**config.mk**
```make
export PLATFORM = sky130hd
export DESIGN_NAME = sc_regdeserializer
export DESIGN_NICKNAME = d
export VERILOG_FILES = /design/src/rtl/sc_regdeserializer.sv
export SDC_FILE = /design/constraint.sdc
export NUM_CORES = 1
export LEC_CHECK = 0
export CORE_UTILIZATION = 35
export CTS_CLUSTER_SIZE = 14
export DETAILED_ROUTE_END_ITERATION = 7
export DONT_BUFFER_PORTS = 1
export HOLD_SLACK_MARGIN = 0.08
export PLACE_DENSITY = 0.54
export SYNTH_ARGS = -nofsm -noshare
export SYNTH_HDL_FRONTEND = slang
export SYNTH_SLANG_ARGS = --single-unit
```
**constraint.sdc**
```tcl
create_clock -name SC_RegDESER_CLOCK_50 -period 5.3 [get_ports SC_RegDESER_CLOCK_50]
set_clock_uncertainty 0.2 [all_clocks]
set_input_delay 0.795 -clock SC_RegDESER_CLOCK_50 [delete_from_list [all_inputs] [get_ports SC_RegDESER_CLOCK_50]]
set_output_delay 0.795 -clock SC_RegDESER_CLOCK_50 [all_outputs]
set_load 0.01 [all_outputs]
```
**src/rtl/sc_regdeserializer.sv**
```systemverilog
// sc_regdeserializer
//   Serial-to-parallel receive register. After a low-active start strobe in IDLE,
//   the block shifts in RegDESER_DATAWIDTH qualified serial bits, MSB- or
//   LSB-first as latched at frame start. It then presents the word on a parallel
//   bus with a valid / active-low acknowledge handshake. If an unacknowledged
//   word is overwritten, a sticky overrun flag is set.
//
// Ports
//   SC_RegDESER_CLOCK_50       in   system clock, rising edge
//   SC_RegDESER_RESET_InHigh   in   asynchronous active-high reset
//   SC_RegDESER_clear_InLow    in   synchronous clear (aborts frame, zeroes state)
//   SC_RegDESER_start_InLow    in   frame-start strobe, sampled in IDLE only
//   SC_RegDESER_msbfirst_In    in   bit order, latched at frame start
//   SC_RegDESER_serialdata_In  in   serial data bit
//   SC_RegDESER_bitvalid_In    in   qualifies serialdata_In
//   SC_RegDESER_ack_InLow      in   consumer acknowledge
//   SC_RegDESER_data_OutBUS    out  last completed word
//   SC_RegDESER_valid_Out      out  unacknowledged word present
//   SC_RegDESER_busy_Out       out  frame in progress
//   SC_RegDESER_overrun_Out    out  sticky overwrite-before-ack flag
module sc_regdeserializer #(
  parameter int unsigned RegDESER_DATAWIDTH = 8
) (
  input  logic                          SC_RegDESER_CLOCK_50,
  input  logic                          SC_RegDESER_RESET_InHigh,
  input  logic                          SC_RegDESER_clear_InLow,
  input  logic                          SC_RegDESER_start_InLow,
  input  logic                          SC_RegDESER_msbfirst_In,
  input  logic                          SC_RegDESER_serialdata_In,
  input  logic                          SC_RegDESER_bitvalid_In,
  input  logic                          SC_RegDESER_ack_InLow,
  output logic [RegDESER_DATAWIDTH-1:0] SC_RegDESER_data_OutBUS,
  output logic                          SC_RegDESER_valid_Out,
  output logic                          SC_RegDESER_busy_Out,
  output logic                          SC_RegDESER_overrun_Out
);

  localparam int unsigned W        = RegDESER_DATAWIDTH;
  localparam int unsigned CW       = $clog2(W);
  localparam logic [CW-1:0] CNT_LAST = CW'(W - 1);

  typedef enum logic {
    IDLE  = 1'b0,
    SHIFT = 1'b1
  } state_t;

  state_t         state_q, state_d;
  logic [W-1:0]   sr_q, sr_d;
  logic [CW-1:0]  cnt_q, cnt_d;
  logic           ord_q, ord_d;
  logic [W-1:0]   data_q, data_d;
  logic           valid_q, valid_d;
  logic           overrun_q, overrun_d;

  logic [W-1:0]   shifted_c;
  logic           complete_c;

  // Shift register contents after consuming the current serial bit
  always_comb begin
    if (ord_q) shifted_c = {sr_q[W-2:0], SC_RegDESER_serialdata_In};
    else       shifted_c = {SC_RegDESER_serialdata_In, sr_q[W-1:1]};
  end

  assign complete_c = (state_q == SHIFT) && SC_RegDESER_bitvalid_In && (cnt_q == CNT_LAST);

  // Next-state and output-register logic
  always_comb begin
    state_d   = state_q;
    sr_d      = sr_q;
    cnt_d     = cnt_q;
    ord_d     = ord_q;
    data_d    = data_q;
    valid_d   = valid_q;
    overrun_d = overrun_q;

    if (!SC_RegDESER_clear_InLow) begin
      state_d   = IDLE;
      sr_d      = '0;
      cnt_d     = '0;
      ord_d     = 1'b0;
      data_d    = '0;
      valid_d   = 1'b0;
      overrun_d = 1'b0;
    end else begin
      case (state_q)
        IDLE: begin
          if (!SC_RegDESER_start_InLow) begin
            state_d = SHIFT;
            sr_d    = '0;
            cnt_d   = '0;
            ord_d   = SC_RegDESER_msbfirst_In;
          end
        end
        SHIFT: begin
          if (SC_RegDESER_bitvalid_In) begin
            sr_d = shifted_c;
            if (cnt_q == CNT_LAST) begin
              cnt_d   = '0;
              state_d = IDLE;
            end else begin
              cnt_d = cnt_q + CW'(1);
            end
          end
        end
        default: state_d = IDLE;
      endcase

      // A completion in the ack cycle counts the old word as consumed
      if (complete_c) begin
        data_d  = shifted_c;
        valid_d = 1'b1;
        if (valid_q && SC_RegDESER_ack_InLow) overrun_d = 1'b1;
      end else if (valid_q && !SC_RegDESER_ack_InLow) begin
        valid_d = 1'b0;
      end
    end
  end

  // State registers
  always_ff @(posedge SC_RegDESER_CLOCK_50 or posedge SC_RegDESER_RESET_InHigh) begin
    if (SC_RegDESER_RESET_InHigh) begin
      state_q   <= IDLE;
      sr_q      <= '0;
      cnt_q     <= '0;
      ord_q     <= 1'b0;
      data_q    <= '0;
      valid_q   <= 1'b0;
      overrun_q <= 1'b0;
    end else begin
      state_q   <= state_d;
      sr_q      <= sr_d;
      cnt_q     <= cnt_d;
      ord_q     <= ord_d;
      data_q    <= data_d;
      valid_q   <= valid_d;
      overrun_q <= overrun_d;
    end
  end

  assign SC_RegDESER_data_OutBUS = data_q;
  assign SC_RegDESER_valid_Out   = valid_q;
  assign SC_RegDESER_busy_Out    = (state_q == SHIFT);
  assign SC_RegDESER_overrun_Out = overrun_q;

endmodule

```
; ---- Word-level counts from Yosys, hierarchy flattened
; Index checks and enable logic that the tools add are counted.
[word_totals]
word_cells = 51
output_inout_bits = 11
register_bits = 23
[classes]
n_bitwise = 1
add_sub_neg = 1
n_reduce_logical = 8
eq_ne = 8
muxes = 26
[op_table]
columns = op, count
row1 = 2-to-1 mux 8 bit, 6
row2 = case mux 8 bit (2 select lines), 1
row3 = 2-to-1 mux 1 bit, 13
row4 = 2-to-1 mux 3 bit, 4
row5 = != test 3 bit (second input constant), 2
row6 = case mux 3 bit (2 select lines), 1
row7 = AND reduction 2 bit, 3
row8 = logical AND 1 bit, 4
row9 = != test 2 x 1 -> 1 bit (second input constant), 2
row10 = != test 2 bit (second input constant), 2
row11 = adder 3 x 1 -> 3 bit (second input constant), 1
row12 = equality test 3 bit (second input constant), 1
row13 = != test 3 x 1 -> 1 bit (second input constant), 1
row14 = case mux 1 bit (2 select lines), 1
row15 = zero test 1 bit, 1
row16 = NOT 1 bit, 1

; ---- Logic depth before layout (Yosys ltp)
[logic_depth]
ltp_word = 5
depth_mapped = 7
mapped_depth_nobuf = 5

; ---- Least setup slack after synthesis
; No wires, ideal clock.
[synth_path]
path_kind = input-to-reg
from = input SC_RegDESER_bitvalid_In
to = register data_q[0], in the netlist SC_RegDESER_data_OutBUS[0]
arrival_ps = 1419
required_ps = 4980
cell_stages = 4
setup_slack_ps = 3561
n_path_buf = 2
path_cell_list = and3_1 -> buf_4 -> buf_6 -> o211a_1
[synth_between]
elab_chain_cells = 3
[synth_lines]
columns = element, line
row1 = from (decl), 30  ; input logic SC_RegDESER_bitvalid_In,
row2 = logical AND 1 bit (2 in series), 64  ; assign complete_c = (state_q == SHIFT) && SC_RegDESER_bitvalid_In && (cnt_q == CNT_LAST);
row3 = != test 2 x 1 -> 1 bit (no line), --
row4 = to (signal assigned), 134  ; data_q <= data_d;
row5 = to (decl), 51  ; logic [W-1:0] data_q, data_d;
; Every way passes these cells.
; A chain may end at the register's enable or synchronous reset.

; ---- Worst setup path in the final report
[layout_path]
from = register cnt_q[0]
to = register data_q[1], in the netlist SC_RegDESER_data_OutBUS[1]
[layout_between]
elab_chain_cells = 3
[layout_lines]
columns = element, line
row1 = from (decl), 49  ; logic [CW-1:0] cnt_q, cnt_d;
row2 = from (signal assigned), 132  ; cnt_q <= cnt_d;
row3 = equality test 3 bit, 64
row4 = logical AND 1 bit, 64
row5 = != test 2 x 1 -> 1 bit (no line), --
; Every way passes these cells.

==> tab_implementation.tex <==
\begin{tabular}{lr}
\hline
Metric & Value \\
\hline
\multicolumn{2}{l}{\textbf{Critical path}} \\
CP Cell Sequence & ha\_1 > ha\_1 > and3\_1 > nand2\_1 > o211a\_1 \\
Crit path max fanout & 19 \\
Critical path endpoint category & flop \\
Critical Path Max Stage Delay & 0.55 ns \\
WS Path Type & flop to flop \\
CP Data Required Time & 5.31 ns \\
Dominant cell type by count on the critical path & sky130\_fd\_sc\_hd\_\_ha\_1 \\
Cell type of the slowest stage on the worst timing path & sky130\_fd\_sc\_hd\_\_and3\_1 \\
Kind of start point of the critical path & flop \\
Critical path arrival & 1.86 ns \\
\multicolumn{2}{l}{\textbf{Timing}} \\
Worst hold slack & 0.317 ns \\
Slew at the pin closest to its max-slew limit & 0.864 ns \\
Max-slew headroom at the worst pin & 0.423 \\
Final number of hold-violating endpoints & 0 \\
Final number of setup-violating endpoints & 0 \\
Final critical-path share of the clock period & 0.349 \\
Unrepaired setup endpoints after global routing & false \\
Max-slew violation count & 0 \\
Final total negative setup slack & 0 ns \\
Top achievable clock speed & 541 MHz \\
Final critical delay including setup and external delays & 1.85 ns \\
\multicolumn{2}{l}{\textbf{Pwr}} \\
Design Power & 0.000276 W \\
Power density over cell area & 254 mW/mm\^{}2 \\
Maximum vdd drop & 0.000182 V \\
Leak pwr & 0.580 nW \\
\multicolumn{2}{l}{\textbf{Logic synthesis}} \\
Net Count, Synth & 95 \\
Post-synthesis sequential area ratio & 0.549 \\
Warnings, synthesis & 0 \\
Avg Cell Area, Syn & 12.3 um\^{}2 \\
Post-Syn Instances & 85 \\
Number of storage elements in the synthesis netlist & 23 \\
Total standard cell area after synthesis & 0.00105 mm\^{}2 \\
Count of different cell masters after synthesis & 26 \\
\multicolumn{2}{l}{\textbf{Die}} \\
Site row count & 19 \\
Y dimension of the die & 56.7 um \\
Initial cell density of the core & 0.374 \\
Die Footprint & 0.00322 mm\^{}2 \\
Die Wd & 56.7 um \\
Number of I/O pins & 19 \\
Area of the placeable core & 0.00281 mm\^{}2 \\
\multicolumn{2}{l}{\textbf{Drt}} \\
Overall routed net length & 1900 um \\
Number of remaining DRC errors & 2 \\
First DRT Iteration DRCs & 27 \\
Post-detailed-route wirelength per cell & 16.4 um \\
Avg Vias per Cell & 5.64 \\
Count of antenna-violating nets left after detailed routing & 0 \\
Drt first pass iters & 6 \\
Detailed-route via count & 654 \\
\multicolumn{2}{l}{\textbf{Final layout}} \\
Final core utilization & 0.388 \\
Fill cells & 288 \\
Synth-to-Final Area Change & 3.70\% \\
Area used by multi-input combinational logic & 438 um\^{}2 \\
Commonest non-fill, non-tap cells in the layout & 23 x sky130\_fd\_sc\_hd\_\_dfrtp\_1, 10 x sky130\_fd\_sc\_hd\_\_nand2\_1, 8 x sky130\_fd\_sc\_hd\_\_mux2i\_1, 8 x sky130\_fd\_sc\_hd\_\_o2bb2ai\_1, 8 x sky130\_fd\_sc\_hd\_\_o211a\_1 \\
Register area & 576 um\^{}2 \\
Final design instance area without fill & 0.00109 mm\^{}2 \\
Final Net Count & 96 \\
Total inserted antenna cells & 0 \\
Share of final-layout standard cells stronger than drive strength 1 & 0.0588 \\
Leading cell type in the layout, fill and taps excluded & sky130\_fd\_sc\_hd\_\_dfrtp\_1 \\
\multicolumn{2}{l}{\textbf{Global route}} \\
Via count of the first global-routing pass & 698 \\
Wire length of the first global-routing pass & 3260 um \\
Number of antenna violations at the first check in global routing & 0 \\
All-Layer GR Usage & 0.135 \\
Grt total ovfl & 0 \\
Maximum number of pins on one net before global-route repair & 24 \\
\multicolumn{2}{l}{\textbf{Clock network}} \\
Num CTS Buffers & 3 \\
Clock tree from TritonCTS & yes \\
Cell at the root of the clock tree & sky130\_fd\_sc\_hd\_\_clkbuf\_4 \\
Maximum root-to-sink buffer count & 2 \\
Clock latency reported for the late side of the worst-skew pair & 0.31 ns \\
Count of clock tree sinks & 23 \\
H-Tree Level Count & 1 \\
Hold buffer count at CTS & 0 \\
CTS resizes & 0 \\
Clock transition at the register clock pins on the worst setup and hold paths after CTS & 0.13 ns \\
Number of setup buffers added after CTS & 0 \\
\multicolumn{2}{l}{\textbf{Placement}} \\
Global placer's final weighted congestion & 0.748 \\
Input/output buffers & 0 \\
DP Area & 0.00106 mm\^{}2 \\
\multicolumn{2}{l}{\textbf{Worst hold path}} \\
Worst min-delay path category & flop to flop \\
\multicolumn{2}{l}{\textbf{Flow run}} \\
\# Max-Cap Violations & 0 \\
\multicolumn{2}{l}{\textbf{Outcome}} \\
Violated checks & DRC \\
Status & complete, but fails checks \\
\hline
\end{tabular}
[worst paths after layout]
path                                               start                                endpoint  slack (ns)  cells after the start
worst max-delay path                cnt_q[0]$_DFFE_PP0P_  SC_RegDESER_data_OutBUS[1]$_DFFE_PP0P_        3.45                      5
worst min-delay path                 sr_q[7]$_DFFE_PP0P_                     sr_q[7]$_DFFE_PP0P_        0.32                      1
worst max register to register      cnt_q[0]$_DFFE_PP0P_  SC_RegDESER_data_OutBUS[1]$_DFFE_PP0P_        3.45                      5
worst min register to register       sr_q[7]$_DFFE_PP0P_                     sr_q[7]$_DFFE_PP0P_        0.32                      1
max in group asynchronous       SC_RegDESER_RESET_InHigh                       ord_q$_DFFE_PP0P_        4.04                      1
min in group asynchronous       SC_RegDESER_RESET_InHigh                    cnt_q[1]$_DFFE_PP0P_        0.33                      1
[critical path: cells and delay by family, from the launching register on]
family	cells	cell delay (ns)
AND/OR/NAND/NOR	2	0.68
adder cells (fa/ha/maj)	2	0.34
AO/OA/AOI/OAI	1	0.14
flip-flops	1	0.39
[metrics by stage]
step	std cells	setup WS (ns)
2_1_floorplan	85	3.56
3_3_place_gp	112	3.40
3_5_place_dp	112	3.37
4_1_cts	116	3.42
5_1_grt	116	3.27
6_report	116	3.45
[cells in the mapped netlist (all sizes together)]
cell type / n / area, um^2
dfrtp: 23 / 576
nand2: 10 / 37.5
mux2i: 8 / 80.1
o211a: 8 / 80.1
o2bb2ai: 8 / 70.1
a21boi: 4 / 41.3
buf: 3 / 23.8
ha: 2 / 25.0
inv: 2 / 7.51
nand2b: 2 / 12.5
nor2: 2 / 7.51
nor2b: 2 / 12.5
o21a: 2 / 15.0
a21oi: 1 / 5.00
a22o: 1 / 8.76
a31oi: 1 / 6.26
and3: 1 / 6.26
and4b: 1 / 10.0
clkbuf: 1 / 3.75
nand3: 1 / 5.00
nor4bb: 1 / 10.0
o21ai: 1 / 5.00
[cell families (layout without fill, tap and decap cells)]
kind of cell	count (synthesis)	after routing	synth area share
buf+inv	6	6	0.0334
compound gates	26	26	0.221
simple gates	20	20	0.0967
fa+ha+maj	2	2	0.0239
flops	23	23	0.549
mux	8	8	0.0764
[layout make-up]
| class | instances | area share |
|---|---|---|
| sequential | 23 | 0.529 |
| clock inverter | 1 | 0.00460 |
| inverter | 2 | 0.00690 |
| multi-input combinational | 56 | 0.403 |
| clock buffer | 3 | 0.0207 |
| tap | 31 | 0.0357 |
[power by group]
part | internal [W] | switching, W
registers | 0.000177 | 0.00000350
logic | 0.00000533 | 0.00000866
clock network | 0.0000282 | 0.0000530
total | 0.000211 | 0.0000652
[sequential cells by signal, indices dropped and copies added, names as in the netlist]
| name | flops |
|---|---|
| SC_RegDESER_data_OutBUS | 8 |
| SC_RegDESER_busy_Out | 1 |
| SC_RegDESER_overrun_Out | 1 |
| sr_q | 8 |
| ord_q | 1 |
| SC_RegDESER_valid_Out | 1 |
| cnt_q | 3 |
[per-layer routing]
metal,wire [um],vias up,GRT usage
met1,851,327,0.173
met3,111,2,0.0576
li1,-,312,-
met5,0,-,0
met4,8,0,0.0209
met2,932,13,0.216
Note: power is estimated with default switching activity, not from simulation.
